### config.mk
export PLATFORM = sky130hd
export DESIGN_NAME = ect_quad_demod
export DESIGN_NICKNAME = d
export VERILOG_FILES = /design/src/rtl/ect_quad_demod.sv
export SDC_FILE = /design/constraint.sdc
export NUM_CORES = 1
export LEC_CHECK = 0
export CAP_MARGIN = 20
export CORE_AREA = 2 2 123 125
export DETAILED_ROUTE_END_ITERATION = 16
export DIE_AREA = 0 0 125 127
export PLACE_DENSITY = 0.77
export SYNTH_ARGS = -nofsm -noshare
export SYNTH_HDL_FRONTEND = slang
export SYNTH_SLANG_ARGS = --single-unit
### constraint.sdc
create_clock -name CLK -period 3.2 [get_ports CLK]
set_input_delay 0.64 -clock CLK [delete_from_list [all_inputs] [get_ports CLK]]
set_output_delay 0.64 -clock CLK [all_outputs]
set_load 0.03 [all_outputs]
### src/rtl/ect_quad_demod.sv
// Quadrature I/Q demodulator: correlates 4x-oversampled ADC data with {+1,0,-1,0}/{0,+1,0,-1}.
// Optional macro ECT_AMP_OUT_EN adds the registered |I|+|Q| magnitude output AmpOut.
module ect_quad_demod #(
    parameter int unsigned SampNum = 200,
    parameter int unsigned SkipNum = 4,
    parameter int unsigned AccW    = 24
) (
    input  logic            CLK,
    input  logic            RST,
    input  logic            Enable,
    input  logic            Start,
    input  logic [13:0]     DataIn,
    input  logic            OverFlowIn,
    output logic [AccW-1:0] IOut,
    output logic [AccW-1:0] QOut,
    output logic            OverFlow,
    output logic            Busy,
`ifdef ECT_AMP_OUT_EN
    output logic [AccW:0]   AmpOut,
`endif
    output logic            Done
);

    localparam int unsigned CntMax  = (SampNum > SkipNum) ? SampNum : SkipNum;
    localparam int unsigned CntW    = $clog2(CntMax);
    localparam bit          HasSkip = (SkipNum != 0);
    localparam logic [CntW-1:0] AccLoad  = CntW'(SampNum - 1);
    localparam logic [CntW-1:0] SkipLoad = HasSkip ? CntW'(SkipNum - 1) : '0;

    typedef enum logic [1:0] {StIdle, StSkip, StAcc, StDone} state_e;

    state_e          state_q, state_d;
    logic [CntW-1:0] cnt_q, cnt_d;
    logic [1:0]      phase_q, phase_d;
    logic [AccW-1:0] i_acc_q, i_acc_d;
    logic [AccW-1:0] q_acc_q, q_acc_d;
    logic            ovf_acc_q, ovf_acc_d;
    logic [AccW-1:0] i_out_q, i_out_d;
    logic [AccW-1:0] q_out_q, q_out_d;
    logic            ovf_out_q, ovf_out_d;
    logic            busy_q, busy_d;
    logic            done_q, done_d;
    logic [AccW-1:0] x;

    assign x = {{(AccW-14){DataIn[13]}}, DataIn};

    // State register
    always_ff @(posedge CLK or negedge RST) begin
        if (!RST) begin
            state_q <= StIdle;
        end else begin
            state_q <= state_d;
        end
    end

    // Next-state logic
    always_comb begin
        state_d = state_q;
        unique case (state_q)
            StIdle: begin
                if (Start && Enable) begin
                    state_d = HasSkip ? StSkip : StAcc;
                end
            end
            StSkip: begin
                if (!Enable) begin
                    state_d = StIdle;
                end else if (cnt_q == '0) begin
                    state_d = StAcc;
                end
            end
            StAcc: begin
                if (!Enable) begin
                    state_d = StIdle;
                end else if (cnt_q == '0) begin
                    state_d = StDone;
                end
            end
            StDone:  state_d = StIdle;
            default: state_d = StIdle;
        endcase
    end

    // Datapath and registered-output next values
    always_comb begin
        cnt_d     = cnt_q;
        phase_d   = phase_q;
        i_acc_d   = i_acc_q;
        q_acc_d   = q_acc_q;
        ovf_acc_d = ovf_acc_q;
        i_out_d   = i_out_q;
        q_out_d   = q_out_q;
        ovf_out_d = ovf_out_q;
        busy_d    = busy_q;
        done_d    = 1'b0;
        unique case (state_q)
            StIdle: begin
                busy_d = 1'b0;
                if (Start && Enable) begin
                    i_acc_d   = '0;
                    q_acc_d   = '0;
                    ovf_acc_d = 1'b0;
                    phase_d   = 2'd0;
                    cnt_d     = HasSkip ? SkipLoad : AccLoad;
                    busy_d    = 1'b1;
                end
            end
            StSkip: begin
                if (Enable) begin
                    cnt_d = (cnt_q == '0) ? AccLoad : cnt_q - CntW'(1);
                end
            end
            StAcc: begin
                if (Enable) begin
                    unique case (phase_q)
                        2'd0:    i_acc_d = i_acc_q + x;
                        2'd1:    q_acc_d = q_acc_q + x;
                        2'd2:    i_acc_d = i_acc_q - x;
                        default: q_acc_d = q_acc_q - x;
                    endcase
                    ovf_acc_d = ovf_acc_q | OverFlowIn;
                    phase_d   = phase_q + 2'd1;
                    cnt_d     = (cnt_q == '0) ? '0 : cnt_q - CntW'(1);
                end
            end
            StDone: begin
                if (Enable) begin
                    i_out_d   = i_acc_q;
                    q_out_d   = q_acc_q;
                    ovf_out_d = ovf_acc_q;
                    done_d    = 1'b1;
                    busy_d    = 1'b0;
                end
            end
            default: ;
        endcase
        // Abort: drop the frame silently, leave the published outputs untouched
        if (state_q != StIdle && !Enable) begin
            busy_d    = 1'b0;
            done_d    = 1'b0;
            i_acc_d   = '0;
            q_acc_d   = '0;
            ovf_acc_d = 1'b0;
            phase_d   = 2'd0;
            cnt_d     = '0;
        end
    end

    always_ff @(posedge CLK or negedge RST) begin
        if (!RST) begin
            cnt_q     <= '0;
            phase_q   <= 2'd0;
            i_acc_q   <= '0;
            q_acc_q   <= '0;
            ovf_acc_q <= 1'b0;
            i_out_q   <= '0;
            q_out_q   <= '0;
            ovf_out_q <= 1'b0;
            busy_q    <= 1'b0;
            done_q    <= 1'b0;
        end else begin
            cnt_q     <= cnt_d;
            phase_q   <= phase_d;
            i_acc_q   <= i_acc_d;
            q_acc_q   <= q_acc_d;
            ovf_acc_q <= ovf_acc_d;
            i_out_q   <= i_out_d;
            q_out_q   <= q_out_d;
            ovf_out_q <= ovf_out_d;
            busy_q    <= busy_d;
            done_q    <= done_d;
        end
    end

`ifdef ECT_AMP_OUT_EN
    logic [AccW:0] amp_q, amp_d;
    logic [AccW:0] i_ext, q_ext, i_abs, q_abs;

    // One extra bit so the most negative accumulator value has a representable magnitude
    always_comb begin
        i_ext = {i_acc_q[AccW-1], i_acc_q};
        q_ext = {q_acc_q[AccW-1], q_acc_q};
        i_abs = i_acc_q[AccW-1] ? ((AccW+1)'(0) - i_ext) : i_ext;
        q_abs = q_acc_q[AccW-1] ? ((AccW+1)'(0) - q_ext) : q_ext;
        amp_d = amp_q;
        if (state_q == StDone && Enable) begin
            amp_d = i_abs + q_abs;
        end
    end

    always_ff @(posedge CLK or negedge RST) begin
        if (!RST) begin
            amp_q <= '0;
        end else begin
            amp_q <= amp_d;
        end
    end

    assign AmpOut = amp_q;
`endif

    assign IOut     = i_out_q;
    assign QOut     = q_out_q;
    assign OverFlow = ovf_out_q;
    assign Busy     = busy_q;
    assign Done     = done_q;

endmodule
==> flow_metrics.py, run 1 <==
metrics = {
    "setup_path": {
        "path_class": "primary input to register",
        "crit_fanout": 3,
        "crit_family": "simple AND/OR/NAND/NOR gates",
        "cp_data_arrival_time_ps": 3690,
        "path_buf_inv": 1,
        "max_stage_delay_ps": 560,
        "cp-start-kind": "primary input",
        "r2r-start": "phase_q[0]",
        "crit_path_start": "DataIn[6]",
        "critPathCaptureType": "register",
        "cp_common_cell": "nor2_1",
        "cp_cell_sequence": "buf_2, or4b_4, nor3b_2, nor2_1, xor2_1, ha_1, a21oi_2, o211ai_1, or4_1, o221ai_2, nor3_2, nor4bb_1, nor2_1, and3_1",
        "slowest_stage": "or4b_4",
        "crit_required_ps": 3460,
    },
    "logic_synthesis": {
        "synth_edf_count": 0,
        "synth_top_cell_by_area": "dfrtp_1",
        "ys_ff_latch": 112,
        "avgSynthCellArea_sq_um": 9.268,
        "synth.most_common_cell": "dfrtp_1",
        "synth_common_cells": "dfrtp_1 (112), nand2_1 (89), ha_1 (61)",
        "yosysUniqueCellTypes": 71,
        "synth_top_area_share_pct": 36.88,
        "postSynthCellCount": 820,
        "synth_async_sr_flop_share_pct": 100.0,
        "yosysWarnings": 0,
        "synth_area_leaders": "dfrtp_1 (37%), ha_1 (10%), mux2_2 (6.8%)",
        "netlist_area_sq_mm": 0.007600,
        "syn_nets": 902,
        "synth_seq_area_share_pct": 36.88,
        "synth-main-ff-cell": "dfrtp_1",
    },
    "floorplan": {
        "die_h_um": 127,
        "rows": 44,
        "start_util_pct": 52.69,
        "die_area_sq_mm": 0.01588,
        "fp.coreArea_sq_mm": 0.01442,
        "io_pins": 70,
        "die_x_um": 125,
    },
    "sta": {
        "worst_pin_slew_ps": 768.6,
        "fin_ws_ps": -231.9,
        "fin_crit_sh_pct": 107.2,
        "drv_slew": 0,
        "finalClockSkew_ps": 11.80,
        "slew_headroom_pct": 48.22,
        "rsz0062_at_grt": "yes",
        "hold_viol_final": 0,
        "min_period_ps": 3432,
        "fmax_ghz": 0.2914,
        "holdWs_ps": 345.6,
        "setup_violations": 9,
    },
    "power": {
        "ir_worst_vdd_mv": 0.3839,
        "p_total_w": 0.004861,
        "powerDensity_mw_per_mm2": 457.6,
        "p_leak_nw": 5.136,
    },
    "detailed_routing": {
        "wl_per_cell_um": 16.52,
        "wl_met2_um": 9915,
        "drt_first_pass_iters": 5,
        "viasPerCell": 5.718,
        "drtAntennaViolNets": 0,
        "wl_met3_um": 931,
        "drtIter0Drc": 547,
        "top_layer_used": "met4",
        "wl_met1_um": 9116,
        "routed_wl_um": 20530,
        "drcViolationCount": 0,
        "dr_total_vias": 7108,
    },
    "global_route": {
        "first_global_vias": 6997,
        "grt_usage_pct": 25.70,
        "grt_pass1_wl_um": 33370,
        "grt_max_degree": 113,
        "grt_antenna_before_repair": 0,
        "grt.overflow.total": 0,
    },
    "clock_tree": {
        "clk_latency_ps": 370,
        "path_clk_slew_ps": 70,
        "cts_tree": "built",
        "cts_max_level": 3,
        "cts-buffers-inserted": 9,
        "root_buffer": "clkbuf_16",
        "hold_buffers": 0,
        "max-clock-path-buffers": 2,
        "clock_sinks": 112,
    },
    "outcome": {
        "violations": "negative setup slack",
        "status": "finished with violations",
    },
    "placement": {
        "dp_hpwl_um": 14240,
        "gp_congestion": 0.8842,
        "port_buffers": 69,
    },
    "finish": {
        "synthToLayoutAreaGrowth_pct": 39.76,
        "n_antenna_cell": 0,
        "seq_area_sq_mm": 0.002803,
        "multiInputGateArea_sq_mm": 0.005062,
        "n_fill_cell": 993,
        "layout-drive-gt1-share_pct": 33.52,
        "layout.nets": 1137,
    },
    "worst_hold_path": {
        "hp-class": "primary input to async pin",
    },
    "run": {
        "maxCapViolCount": 0,
    },
}
## metal layers
layer  vias to the layer above  track usage, %
li1                       3395               -
met1                      3459           34.61
met2                       204           42.42
met3                        50           3.811
met4                         0           9.673
met5                         -               0
## layout make-up
cell class	instances	area share, %
repair buffers	258	20.24
clock inverters	3	0.4005
flip-flops and latches	112	26.39
clock buffers	12	2.321
well taps	184	2.168
multi-input cells	652	47.66
inverters	22	0.8246
## cell families after synthesis
kind of cell	share of synthesized area, %
flops	36.88
xor+xnor	7.260
simple gates	15.08
mux	7.211
fa+ha+maj	10.57
compound gates	19.95
buf+inv	3.046
## through the flow
| stage | TNS, ps | cell area [sq um] | std cells | worst slack, ps | util, % |
|---|---|---|---|---|---|
| after floorplan | -2484 | 7697 | 820 | -373.1 | - |
| after global placement | -20920 | 9721 | 1208 | -888.3 | 67.39 |
| after detailed placement | -22940 | 9721 | 1208 | -980.4 | 67.39 |
| after CTS | -929.1 | 10400 | 1240 | -212.0 | 72.10 |
| after global routing | -3250 | 10620 | 1243 | -359.9 | 73.64 |
| final | -1123 | 10620 | 1243 | -231.9 | 73.64 |
## worst paths after layout
path	end	cells past startpoint	slack, ps
worst max-delay path	q_acc_q[23]	14	-230
worst min-delay path	q_acc_q[18]	2	350
worst max register to register	i_acc_q[23]	15	-10
worst min register to register	QOut[1]	2	490
max in group asynchronous	i_acc_q[12]	2	2400
min in group CLK	QOut[1]	2	490
## power by group
| group | switching, W | internal (W) |
|---|---|---|
| Combinational | 0.00115 | 0.000931 |
| Sequential | 0.000102 | 0.00153 |
| Clock | 0.000524 | 0.000624 |
| Total | 0.00178 | 0.00308 |
## registers in the layout, summed over array words and instances, names as in the netlist, 2 cells and up
register  flops
i_acc_q      24
IOut         24
phase_q       2
cnt_q         8
state_q       2
q_acc_q      24
QOut         24
## placed cells by master, fill, tap and decap left out, types with 5 or more instances in the layout
cell	count
a22o_1	6
dfrtp_1	112
clkdlybuf4s50_1	55
nor2_1	55
a21o_1	27
nand2b_1	9
o21ai_0	49
nand3_1	16
buf_4	181
ha_4	6
a21oi_2	10
mux2_2	46
o211ai_1	5
and3_1	5
o21a_1	7
xor2_1	29
a21oi_1	47
nand2_2	5
xnor2_1	29
a211oi_2	5
nand2_1	83
o21ai_1	27
nand4_1	7
inv_1	19
ha_1	55
clkbuf_16	9
buf_6	15
nor2b_1	10
o21ai_2	7
## timing repair
item	in CTS	in global routing
gates resized for setup	108	53
buffers inserted	18	9
pin swaps	59	48
endpoints found under the setup margin	29	26
Power figures use the tool's default switching activity.
==> run 2: changes to the inputs <==
--- a/config.mk
+++ b/config.mk
@@ -5,7 +5,7 @@
 export SDC_FILE = /design/constraint.sdc
 export NUM_CORES = 1
 export LEC_CHECK = 0
-export CAP_MARGIN = 20
+export CAP_MARGIN = 10
 export CORE_AREA = 2 2 123 125
 export DETAILED_ROUTE_END_ITERATION = 16
 export DIE_AREA = 0 0 125 127
==> results of run 2 <==
Same layout as run 1: the final DEF is identical, and so are final timing and power.
==> run 3: changes to the inputs <==
==> constraint.sdc (replaced) <==
create_clock -name CLK -period 3.2 [get_ports CLK]
set_input_delay 0.96 -clock CLK [delete_from_list [all_inputs] [get_ports CLK]]
set_output_delay 0.96 -clock CLK [all_outputs]
set_load 0.03 [all_outputs]
==> run 3 against run 2 <==
  * The flow still finishes with violations (negative setup slack)
  * Final cell count grew 1.2%
  * Total power rose by 4.5%
  * Global-route usage increased by 2.3 points
  * Design area is 3.6% higher
  * Count of clock-buffer cells in the layout fell by 1
  * Critical path depth is 2 higher
  * Non-clock buffer count grew 15
  * Hold slack improved by 150 ps
  * Via count rose by 6.5%
  * First-iteration DRC count up 16%
  * Critical path type unchanged
  * Critical endpoint unchanged
==> flow_metrics.py, run 3 (synthesized netlist as in run 1, its figures left out) <==
metrics = {
    "outcome": {
        "violations": "negative setup slack",
        "status": "finished with violations",
    },
    "finish": {
        "synthToLayoutAreaGrowth_pct": 44.75,
        "final_util_pct": 76.27,
        "final_cell_area_sq_mm": 0.01100,
        "n_antenna_cell": 0,
        "layout-drive-gt1-share_pct": 37.62,
        "layout_common_cells": "buf_4 (187), dfrtp_1 (112), nand2_1 (79)",
        "layout.nets": 1152,
        "final_common_cell": "buf_4",
    },
    "setup_path": {
        "cp-start-kind": "primary input",
        "endpoint": "q_acc_q[23]",
        "r2r-start": "phase_q[0]",
        "slowest_stage": "or4_1",
        "critPathCaptureType": "register",
        "crit_required_ps": 3470,
        "cp_data_arrival_time_ps": 4200,
        "max_stage_delay_ps": 570,
        "r2r_cells": 13,
        "r2r_slack_ps": -320,
        "cp_cell_sequence": "buf_8, buf_6, nor4_4, and2_4, buf_4, a21oi_1, xor2_1, ha_1, nand3_2, o211ai_1, or4_1, o221ai_2, nor3_2, nor4bb_1, nor2_1, and3_1",
        "crit_path_start": "DataIn[2]",
        "path_class": "primary input to register",
        "crit_fanout": 3,
        "timing.rr.end": "q_acc_q[23]",
    },
    "sta": {
        "rsz0062_at_grt": "yes",
        "holdWs_ps": 496.2,
        "fin_crit_sh_pct": 122.8,
        "hold_viol_final": 0,
        "worst_pin_slew_ps": 617.7,
        "slew_headroom_pct": 58.38,
        "min_period_ps": 3929,
        "fin_ws_ps": -728.7,
        "fmax_ghz": 0.2545,
        "drv_slew": 0,
        "finalClockSkew_ps": 14.68,
        "setup_violations": 32,
        "setup_tns_ps": -14350,
    },
    "floorplan": {
        "fp.coreArea_sq_mm": 0.01442,
        "die_h_um": 127,
        "io_pins": 70,
        "start_util_pct": 52.69,
        "rows": 44,
        "die_x_um": 125,
        "die_area_sq_mm": 0.01588,
    },
    "clock_tree": {
        "max-clock-path-buffers": 2,
        "path_clk_slew_ps": 80,
        "clk_latency_ps": 380,
        "root_buffer": "clkbuf_16",
        "cts_max_level": 3,
        "clock_sinks": 112,
        "hold_buffers": 0,
        "cts-buffers-inserted": 9,
        "cts_tree": "built",
    },
    "detailed_routing": {
        "drt_first_pass_iters": 5,
        "drcViolationCount": 0,
        "dr_total_vias": 7570,
        "wl_met1_um": 9812,
        "routed_wl_um": 24480,
        "top_layer_used": "met4",
        "wl_per_cell_um": 19.46,
        "viasPerCell": 6.017,
        "drtIter0Drc": 636,
        "wl_met3_um": 1651,
        "wl_met2_um": 11600,
        "drtAntennaViolNets": 0,
    },
    "placement": {
        "dp_slack_ps": -1299,
        "port_buffers": 69,
        "post_dp_cell_area_sq_mm": 0.009746,
        "dp_hpwl_um": 14740,
        "gp_congestion": 0.9559,
    },
    "global_route": {
        "grt_usage_pct": 28.00,
        "grt.overflow.total": 0,
        "grt_max_degree": 56,
        "grt_antenna_before_repair": 0,
        "first_global_vias": 7535,
        "grt_pass1_wl_um": 36170,
    },
    "worst_hold_path": {
        "hp-class": "register to register",
    },
    "power": {
        "ir_worst_vdd_mv": 0.3958,
        "p_leak_nw": 5.278,
        "powerDensity_mw_per_mm2": 461.6,
    },
    "run": {
        "maxCapViolCount": 0,
    },
}
-- run 3: critical path, delay by kind of cell --
kind,cells,cell delay (ps)
adders and majority gates,1,380
xor gates and xnor gates,1,200
buffers and inverters,3,360
and+or+nand+nor,8,1800
AOI/OAI and AO/OA,3,500
-- run 3: where the power goes --
| group | leakage [nW] | total [W] | internal, W | switching (W) |
|---|---|---|---|---|
| Clock | 0.152 | 0.00121 | 0.000649 | 0.000562 |
| Combinational | 3.57 | 0.00224 | 0.000985 | 0.00125 |
| Sequential | 1.55 | 0.00163 | 0.00153 | 0.000101 |
| Total | 5.28 | 0.00508 | 0.00316 | 0.00192 |
-- run 3: final cells by class --
cell class	count	area [sq um]
timing repair buffer	273	2291
tap	184	230.2
fill	881	3423
clock inverter	4	52.55
sequential	112	2803
inverter	22	82.58
multi-input combinational	652	5289
clock buffer	11	252.7
-- run 3: what timing repair did --
item | 4_1_cts | 5_1_grt
buffers inserted | 25 | 17
gates resized for setup | 142 | 56
pin swaps | 92 | 83
cloned | 0 | 0
setup endpoints to repair | 36 | 31
-- run 3: through the flow --
| step | instances | total power [W] |
|---|---|---|
| 2_1_floorplan | 820 | 0.002875 |
| 4_1_cts | 1244 | 0.004888 |
| 5_1_grt | 1258 | 0.005344 |
| 3_3_place_gp | 1208 | 0.003550 |
| 3_5_place_dp | 1208 | 0.003596 |
| 6_report | 1258 | 0.005077 |
-- run 3: per-layer routing --
metal  up-vias  GRT usage [%]
met4         0          13.79
met1      3660          35.83
met3       119          4.690
li1       3419              -
met5         -              0
met2       372          46.39
-- run 3: worst min path at each step --
| stage | from | endpoint | depth (start not counted) |
|---|---|---|---|
| 5_1_grt | QOut[16] | QOut[16] | 1 |
| 3_5_place_dp | QOut[23] | QOut[23] | 2 |
| 2_1_floorplan | i_acc_q[0] | i_acc_q[0] | 2 |
| 3_3_place_gp | i_acc_q[0] | i_acc_q[0] | 2 |
| 4_1_cts | IOut[23] | IOut[23] | 2 |
| 6_report | IOut[23] | IOut[23] | 2 |
